`src/rtl/mem_stage_pkg.sv`:
```
// Shared memory-op encodings and MEM stage state type.
// Also used by the execute stage to build the memory command.
package mem_stage_pkg;

  localparam logic [2:0]  MEM_NOP_OP = 3'd0;
  localparam logic [2:0]  MEM_LW_OP  = 3'd1;
  localparam logic [2:0]  MEM_SW_OP  = 3'd2;
  localparam logic [31:0] ZeroWord   = 32'h0000_0000;
  localparam logic [4:0]  NOPRegAddr = 5'd0;

  typedef enum logic {
    IDLE   = 1'b0,
    ACCESS = 1'b1
  } mem_state_t;

endpackage

```
`src/rtl/mem_stage.sv`:
```
// MEM stage: registers the EX bundle, runs LW/SW over a valid/ready
// data bus with timeout, stalls upstream while a bus access is open.
module mem_stage
  import mem_stage_pkg::*;
#(
  parameter int TIMEOUT = 255,
  parameter int TO_W    = 8
) (
  input  logic        clk,
  input  logic        rst,
  input  logic        in_valid,
  input  logic [2:0]  mem_op,
  input  logic [31:0] mem_addr,
  input  logic [31:0] mem_data,
  input  logic [4:0]  ex_write_reg,
  input  logic [31:0] ex_write_data,
  input  logic        ex_we,
  output logic        stall_req,
  output logic        dmem_req,
  output logic        dmem_we,
  output logic [31:0] dmem_addr,
  output logic [31:0] dmem_wdata,
  input  logic        dmem_ready,
  input  logic [31:0] dmem_rdata,
  output logic [4:0]  wb_write_reg,
  output logic [31:0] wb_write_data,
  output logic        wb_we,
  output logic        exc_misalign,
  output logic        exc_bus_timeout
);

  localparam logic [TO_W-1:0] CNT_LAST = TO_W'(TIMEOUT - 1);

  mem_state_t      state;
  logic [TO_W-1:0] cnt;
  logic [4:0]      acc_reg;
  logic            acc_we;

  logic is_lw;
  logic is_sw;
  logic is_mem;
  logic aligned;
  logic cnt_last;

  assign is_lw    = (mem_op == MEM_LW_OP);
  assign is_sw    = (mem_op == MEM_SW_OP);
  assign is_mem   = is_lw | is_sw;
  assign aligned  = (mem_addr[1:0] == 2'b00);
  assign cnt_last = (cnt == CNT_LAST);

  assign stall_req = (state == ACCESS) & ~dmem_ready;

  always_ff @(posedge clk) begin
    if (rst) begin
      state           <= IDLE;
      cnt             <= '0;
      acc_reg         <= NOPRegAddr;
      acc_we          <= 1'b0;
      dmem_req        <= 1'b0;
      dmem_we         <= 1'b0;
      dmem_addr       <= ZeroWord;
      dmem_wdata      <= ZeroWord;
      wb_write_reg    <= NOPRegAddr;
      wb_write_data   <= ZeroWord;
      wb_we           <= 1'b0;
      exc_misalign    <= 1'b0;
      exc_bus_timeout <= 1'b0;
    end else begin
      exc_misalign    <= 1'b0;
      exc_bus_timeout <= 1'b0;
      unique case (state)
        IDLE: begin
          wb_we <= 1'b0;
          if (in_valid) begin
            unique case (1'b1)
              !is_mem: begin
                wb_write_reg  <= ex_write_reg;
                wb_write_data <= ex_write_data;
                wb_we         <= ex_we;
              end
              is_mem && !aligned: begin
                exc_misalign <= 1'b1;
              end
              default: begin
                dmem_req   <= 1'b1;
                dmem_we    <= is_sw;
                dmem_addr  <= {mem_addr[31:2], 2'b00};
                dmem_wdata <= is_sw ? mem_data : ZeroWord;
                acc_reg    <= ex_write_reg;
                acc_we     <= is_lw & ex_we;
                cnt        <= '0;
                state      <= ACCESS;
              end
            endcase
          end
        end
        ACCESS: begin
          unique case (1'b1)
            dmem_ready: begin
              dmem_req <= 1'b0;
              state    <= IDLE;
              wb_we    <= acc_we;
              if (!dmem_we) begin
                wb_write_reg  <= acc_reg;
                wb_write_data <= dmem_rdata;
              end
            end
            !dmem_ready && cnt_last: begin
              dmem_req        <= 1'b0;
              exc_bus_timeout <= 1'b1;
              wb_we           <= 1'b0;
              state           <= IDLE;
            end
            default: begin
              cnt   <= cnt + 1'b1;
              wb_we <= 1'b0;
            end
          endcase
        end
        default: state <= IDLE;
      endcase
    end
  end

endmodule
```
`config.mk`:
```
export PLATFORM = sky130hd
export DESIGN_NAME = mem_stage
export DESIGN_NICKNAME = d
export VERILOG_FILES = /design/src/rtl/mem_stage_pkg.sv /design/src/rtl/mem_stage.sv
export SDC_FILE = /design/constraint.sdc
export NUM_CORES = 1
export LEC_CHECK = 0
export CORE_MARGIN = 3
export CORE_UTILIZATION = 50
export DETAILED_ROUTE_END_ITERATION = 10
export DONT_BUFFER_PORTS = 1
export GPL_ROUTABILITY_DRIVEN = 0
export PLACE_DENSITY_LB_ADDON = 0.08
export SLEW_MARGIN = 15
export SYNTH_ARGS = -nofsm -noshare
export SYNTH_HDL_FRONTEND = slang
export SYNTH_SLANG_ARGS = --single-unit
```
`constraint.sdc`:
```
create_clock -name clk -period 1.8 [get_ports clk]
set_clock_uncertainty 0.2 [all_clocks]
set_input_delay 0.36 -clock clk [delete_from_list [all_inputs] [get_ports clk]]
set_output_delay 0.36 -clock clk [all_outputs]
set_load 0.01 [all_outputs]
```
==> results of run 1 <==
## where the power goes
group          switching (µW)  internal [µW]  total, µW
sequential                114           2730       2840
clock                    1280           1730       3000
combinational             218            226        444
total                    1610           4680       6290
## per-stage QoR
step	setup TNS, ns	std cells	total power [µW]
2_1_floorplan	-0.125	487	3210
3_3_place_gp	0	600	3260
3_5_place_dp	-1.31	600	3280
4_1_cts	-0.0117	666	6350
5_1_grt	-0.664	668	6540
6_report	0	668	6290
## metal layers
| layer | track usage [%] | vias up |
|---|---|---|
| met1 | 27.7 | 1775 |
| li1 | - | 1836 |
| met2 | 39.6 | 182 |
| met4 | 5.79 | 0 |
| met3 | 8.94 | 10 |
| met5 | 0 | - |
## cell families after synthesis
kind of cell / after synthesis
XOR/XNOR: 2
adder cells (fa/ha/maj): 2
AND/OR/NAND/NOR: 155
multiplexers: 37
other: 1
flip-flops: 119
AO/OA/AOI/OAI: 124
buffers and inverters: 46
## worst max-delay path: cells and delay by family, from the launching register on
kind	cells	cell delay (ns)
buffers and inverters	1	0.14
and+or+nand+nor	3	0.81
AOI/OAI and AO/OA	1	0.22
DFF	1	0.39
## Yosys cell counts, types with 2 or more instances
master / instances
nand2_1: 75
inv_1: 3
o2bb2ai_1: 2
ha_1: 2
nor3b_1: 2
dfxtp_1: 119
nor2b_1: 3
a22o_1: 32
a211oi_1: 8
buf_4: 4
and3_1: 4
buf_6: 3
nor2_1: 6
buf_2: 14
o21ai_0: 4
a211oi_2: 30
clkbuf_1: 21
a211o_1: 2
a21oi_1: 38
nand3_1: 13
nor3_1: 40
mux2i_1: 37
## worst paths after layout
path	end	from	slack [ns]
max reg2reg	cnt[5]	state	0.001
max	cnt[5]	state	0.001
min	wb_write_data[22]	rst	-0.26
min reg2reg	acc_reg[0]	acc_reg[0]	0.26
## layout make-up
cell class,instances,area (µm²),area share (%)
well taps,129,161,2.69
multi-input cells,322,2260,37.7
flip-flops and latches,119,2390,39.8
clock inverters,14,118,1.96
clock buffers,18,418,6.97
inverters,4,15.0,0.251
repair buffers,62,637,10.6
## repair_timing
item                                   in CTS  in global routing
endpoints found under the hold margin     113                 80
buffers inserted                            1                  1
pin swaps                                   1                  3
setup endpoints to repair                  34                 94
resized for setup                           5                 11
hold buffers                               33                  1
cloned                                      0                  1
==> impl_metrics.py, run 1 <==
metrics = {
    "status": {
        "outcome": "finished with violations",
        "violations": "negative hold slack",
    },
    "clock_tree": {
        "cts_made_buffers": 17,
        "cts_root_buffer": "clkbuf_8",
        "cts_buffer_depth": 2,
        "cts_tree": "built",
        "insertion_delay_ns": 0.49,
        "path_clk_slew_ns": 0.06,
        "cts_max_level": 4,
        "clock_sinks": 119,
    },
    "synthesis": {
        "yosysTopAreaCell": "dfxtp_1",
        "synth_top_family_by_area": "compound AO/OA/AOI/OAI gates",
        "synthAdderAreaFrac_pct": 0.521,
        "synth_area_leaders": "dfxtp_1 50%, a211oi_2 7.8%, mux2i_1 7.7%",
        "synth_area_um2": 4810,
        "synth_edf_count": 0,
        "yosys.area_share.simple_pct": 15.3,
        "syn_avg_cell_area_um2": 9.89,
        "ys_async_sr_fraction_pct": 0,
        "synthCells": 486,
        "synth_xor_area_share_pct": 0.521,
        "synth_seq_cells": 119,
        "ys.flop_type": "dfxtp_1",
        "yosysWarnings": 0,
        "synthMuxAreaShare_pct": 7.70,
        "synth-compound-area-share_pct": 21.6,
        "yosysSeqAreaShare_pct": 49.6,
        "synth_cell_types": 46,
        "synth_top_area_share_pct": 49.6,
    },
    "floorplan": {
        "start_util_pct": 51.8,
        "rows": 35,
        "chipHeight_um": 104,
        "dieArea_um2": 10800,
        "die_width_um": 104,
        "core_area_um2": 9280,
        "io_pins": 248,
    },
    "route": {
        "met2WireLength_um": 6480,
        "via_per_inst": 5.69,
        "post_drt_wl_per_cell_um": 19.2,
        "drt_iter0_markers": 218,
        "drc": 0,
        "finalWirelength_um": 12800,
        "highest_layer": "met4",
        "num_vias": 3803,
        "met1_length_um": 5160,
        "firstDrtPassIters": 4,
        "drtAntennaViolNets": 0,
        "dr_wl_met3_um": 1060,
    },
    "timing": {
        "period_minus_slack_ns": 1.80,
        "setup_ws_ns": 0.00116,
        "rsz0062_at_grt": "yes",
        "whs_ns": -0.256,
        "fmax_ghz": 0.556,
        "hold_viol_final": 78,
        "period_share_pct": 99.9,
        "tightest_slew_ns": 0.644,
        "slew_viol_final": 0,
        "final-setup-viol-count": 0,
        "slew_headroom_pct": 57.0,
    },
    "grt": {
        "antenna_found_initial": 0,
        "overflow": 0,
        "grt_pass1_wl_um": 20500,
        "grt_pass1_vias": 3795,
        "grt_max_degree": 83,
        "grt_usage_pct": 23.3,
    },
    "job": {
        "max-cap-violations": 0,
    },
    "worst_setup_path": {
        "cp_slowest_stage_delay_ns": 0.39,
        "crit_slowest_cell": "dfxtp_4",
        "critPathCaptureType": "flip-flop",
        "cp.arrival_ns": 2.04,
        "crit_chain": "buf_4 > or3b_4 > o21bai_4 > or3_1 > nand3_1",
        "crit_fanout": 6,
        "critical_path_class": "flip-flop to flip-flop",
        "worstRegToRegCells": 5,
        "required_ns": 2.04,
        "start_kind": "flip-flop",
    },
    "final_layout": {
        "post-route-util_pct": 64.5,
        "nets": 669,
        "fin_area_um2": 5990,
        "synthToLayoutAreaGrowth_pct": 24.6,
        "mostFrequentLayoutCell": "dfxtp_1",
        "diodes": 0,
        "top_regs": "dmem_wdata x32, wb_write_data x32, dmem_addr x30",
        "drive_above_1_share_pct": 19.5,
        "final_cell_mix": "118 x dfxtp_1, 75 x nand2_1, 40 x nor3_1",
        "n_fill_cell": 777,
    },
    "power": {
        "power_leakage_uw": 0.00207,
        "powerDensity_nw_per_um2": 1050,
        "ir_worst_vdd_mv": 0.687,
    },
    "worst_hold_path": {
        "hold_path_depth": 1,
        "hold_path_class": "input port to flip-flop",
    },
    "place": {
        "post_dp_cell_area_um2": 5030,
        "dp_slack_ns": -0.0535,
        "place.port_buffers": 0,
        "hpwl_um": 8460,
    },
}
No activity file was read; power rests on OpenSTA's default activity.
==> inputs of run 2 (changes only) <==
--- a/config.mk
+++ b/config.mk
@@ -10,7 +10,7 @@
 export DETAILED_ROUTE_END_ITERATION = 10
 export DONT_BUFFER_PORTS = 1
 export GPL_ROUTABILITY_DRIVEN = 0
-export PLACE_DENSITY_LB_ADDON = 0.08
+export PLACE_DENSITY = 0.74
 export SLEW_MARGIN = 15
 export SYNTH_ARGS = -nofsm -noshare
 export SYNTH_HDL_FRONTEND = slang
==> run 2 against run 1 <==
Hold slack lost 0.016 ns. The flow finishes with violations (negative hold slack, negative setup slack). Critical path depth is 2 higher. First-iteration DRC count down 33%. Sequential cell count unchanged. Core utilization rose by 2.4 points. Via count is 4.3% higher. Wire length grew 5.9%. Largest cell class is now multi-input gates. Combinational power is 3% higher.
==> impl_metrics.py, run 2 (synthesis results as in run 1) <==
metrics = {
    "place": {
        "dp_slack_ns": -0.0840,
        "hpwl_um": 8710,
        "post_dp_cell_area_um2": 5050,
        "place.port_buffers": 0,
    },
    "final_layout": {
        "post-route-util_pct": 66.9,
        "diodes": 0,
        "drive_above_1_share_pct": 25.8,
        "top_regs": "dmem_wdata x32, wb_write_data x32, dmem_addr x30",
        "final_cell_mix": "116 x dfxtp_1, 66 x nand2_1, 38 x nor3_1",
        "synthToLayoutAreaGrowth_pct": 29.3,
        "fin_area_um2": 6210,
        "mostFrequentLayoutCell": "dfxtp_1",
        "nets": 671,
    },
    "clock_tree": {
        "cts_max_level": 4,
        "cts_root_buffer": "clkbuf_8",
        "cts_made_buffers": 17,
        "cts_tree": "built",
        "insertion_delay_ns": 0.50,
        "path_clk_slew_ns": 0.06,
        "clock_sinks": 119,
        "cts_buffer_depth": 2,
    },
    "grt": {
        "overflow": 0,
        "antenna_found_initial": 0,
        "grt_max_degree": 83,
        "grt_pass1_vias": 3934,
        "grt_pass1_wl_um": 20500,
        "grt_usage_pct": 23.8,
    },
    "floorplan": {
        "start_util_pct": 51.8,
        "die_width_um": 104,
        "core_area_um2": 9280,
        "io_pins": 248,
        "chipHeight_um": 104,
        "rows": 35,
        "dieArea_um2": 10800,
    },
    "timing": {
        "period_share_pct": 100,
        "period_minus_slack_ns": 1.80,
        "whs_ns": -0.272,
        "fmax_ghz": 0.554,
        "setup_tns_ns": -0.00483,
        "final-setup-viol-count": 1,
        "setup_ws_ns": -0.00483,
        "rsz0062_at_grt": "yes",
        "hold_viol_final": 78,
        "slew_viol_final": 0,
    },
    "route": {
        "finalWirelength_um": 13500,
        "drtAntennaViolNets": 0,
        "num_vias": 3966,
        "drc": 0,
        "firstDrtPassIters": 5,
        "drt_iter0_markers": 145,
        "via_per_inst": 5.94,
        "post_drt_wl_per_cell_um": 20.3,
    },
    "power": {
        "p_int_uw": 4770,
        "powerDensity_nw_per_um2": 1010,
        "seqPwrFrac_pct": 45.2,
        "ir_worst_vdd_mv": 0.688,
        "power_leakage_uw": 0.00214,
        "switching_power_uw": 1520,
        "swShare_pct": 24.2,
        "p_comb_share_pct": 7.3,
        "clockPowerShare_pct": 47.5,
    },
    "status": {
        "outcome": "finished with violations",
        "violations": "negative hold slack, negative setup slack",
    },
    "job": {
        "max-cap-violations": 0,
    },
    "worst_setup_path": {
        "start_kind": "flip-flop",
        "critPathCaptureType": "flip-flop",
        "critical_path_class": "flip-flop to flip-flop",
        "cp.arrival_ns": 2.03,
        "required_ns": 2.03,
        "crit_fanout": 15,
    },
    "worst_hold_path": {
        "hold_path_class": "input port to flip-flop",
    },
}
[run 2: changes by cell type in the layout (fill, tap and decap cells not counted), sizes merged]
cell,delta
buf,+1
bufinv,+1
clkbuf,+3
clkinv,-2
clkinvlp,+2
dlygate4sd3,-1
inv,-4
[run 2: through the flow]
stage          total power (µW)  cells  hold slack, ns
2_1_floorplan              3210    487           0.236
3_3_place_gp               3260    600           0.236
3_5_place_dp               3280    600           0.239
4_1_cts                    6320    663          -0.306
5_1_grt                    6540    668          -0.307
6_report                   6300    668          -0.272
[run 2: layout make-up]
cell class,instances,area [µm²]
timing repair buffer,64,721
clock inverter,11,104
tap,129,161
sequential,119,2390
multi-input combinational,322,2400
clock buffer,19,422
fill,697,3070
inverter,4,15.0
[run 2: metal layers]
layer / track usage, % / share of wire, % / wire length (µm) / vias to the layer above
li1: - / - / - / 1842
met1: 25.6 / 38 / 5130 / 1880
met2: 40.2 / 50 / 6780 / 216
met3: 12.3 / 10 / 1350 / 28
met4: 8.17 / 2.1 / 283 / 0
met5: 0 / 0 / 0 / -
[run 2: power by group through the flow]
stage                     registers (µW)  clock network, µW  logic, µW
after floorplan                     2880                  0        337
after global placement              2900                  0        357
after detailed placement            2900                  0        373
after CTS                           2850               3040        434
after global routing                2850               3180        503
final                               2850               2990        457
[run 2: path summary, 6_finish.rpt]
check	from	to	slack, ns	depth (start not counted)
max	state	dmem_addr[16]	-0.005	7
min reg2reg	acc_reg[4]	acc_reg[4]	0.26	2
max reg2reg	state	dmem_addr[16]	-0.005	7
min	rst	wb_write_data[18]	-0.27	1
[run 2: timing repair]
action                     CTS  global route
buffers inserted             2             1
gates cloned                 0             3
pin swaps                    2            21
hold endpoints to repair   113            81
setup endpoints to repair    2            83
hold buffers                32             1
gates resized for setup     10            49
[run 2: worst max-delay path, cell delays in order (launching register included)]
cell and delay (ns):
dfxtp_4 0.34, buf_6 0.12, nor4b_4 0.24, buf_4 0.18
and3_4 0.25, clkbuf_16 0.20, nand2_1 0.06, a21oi_1 0.14
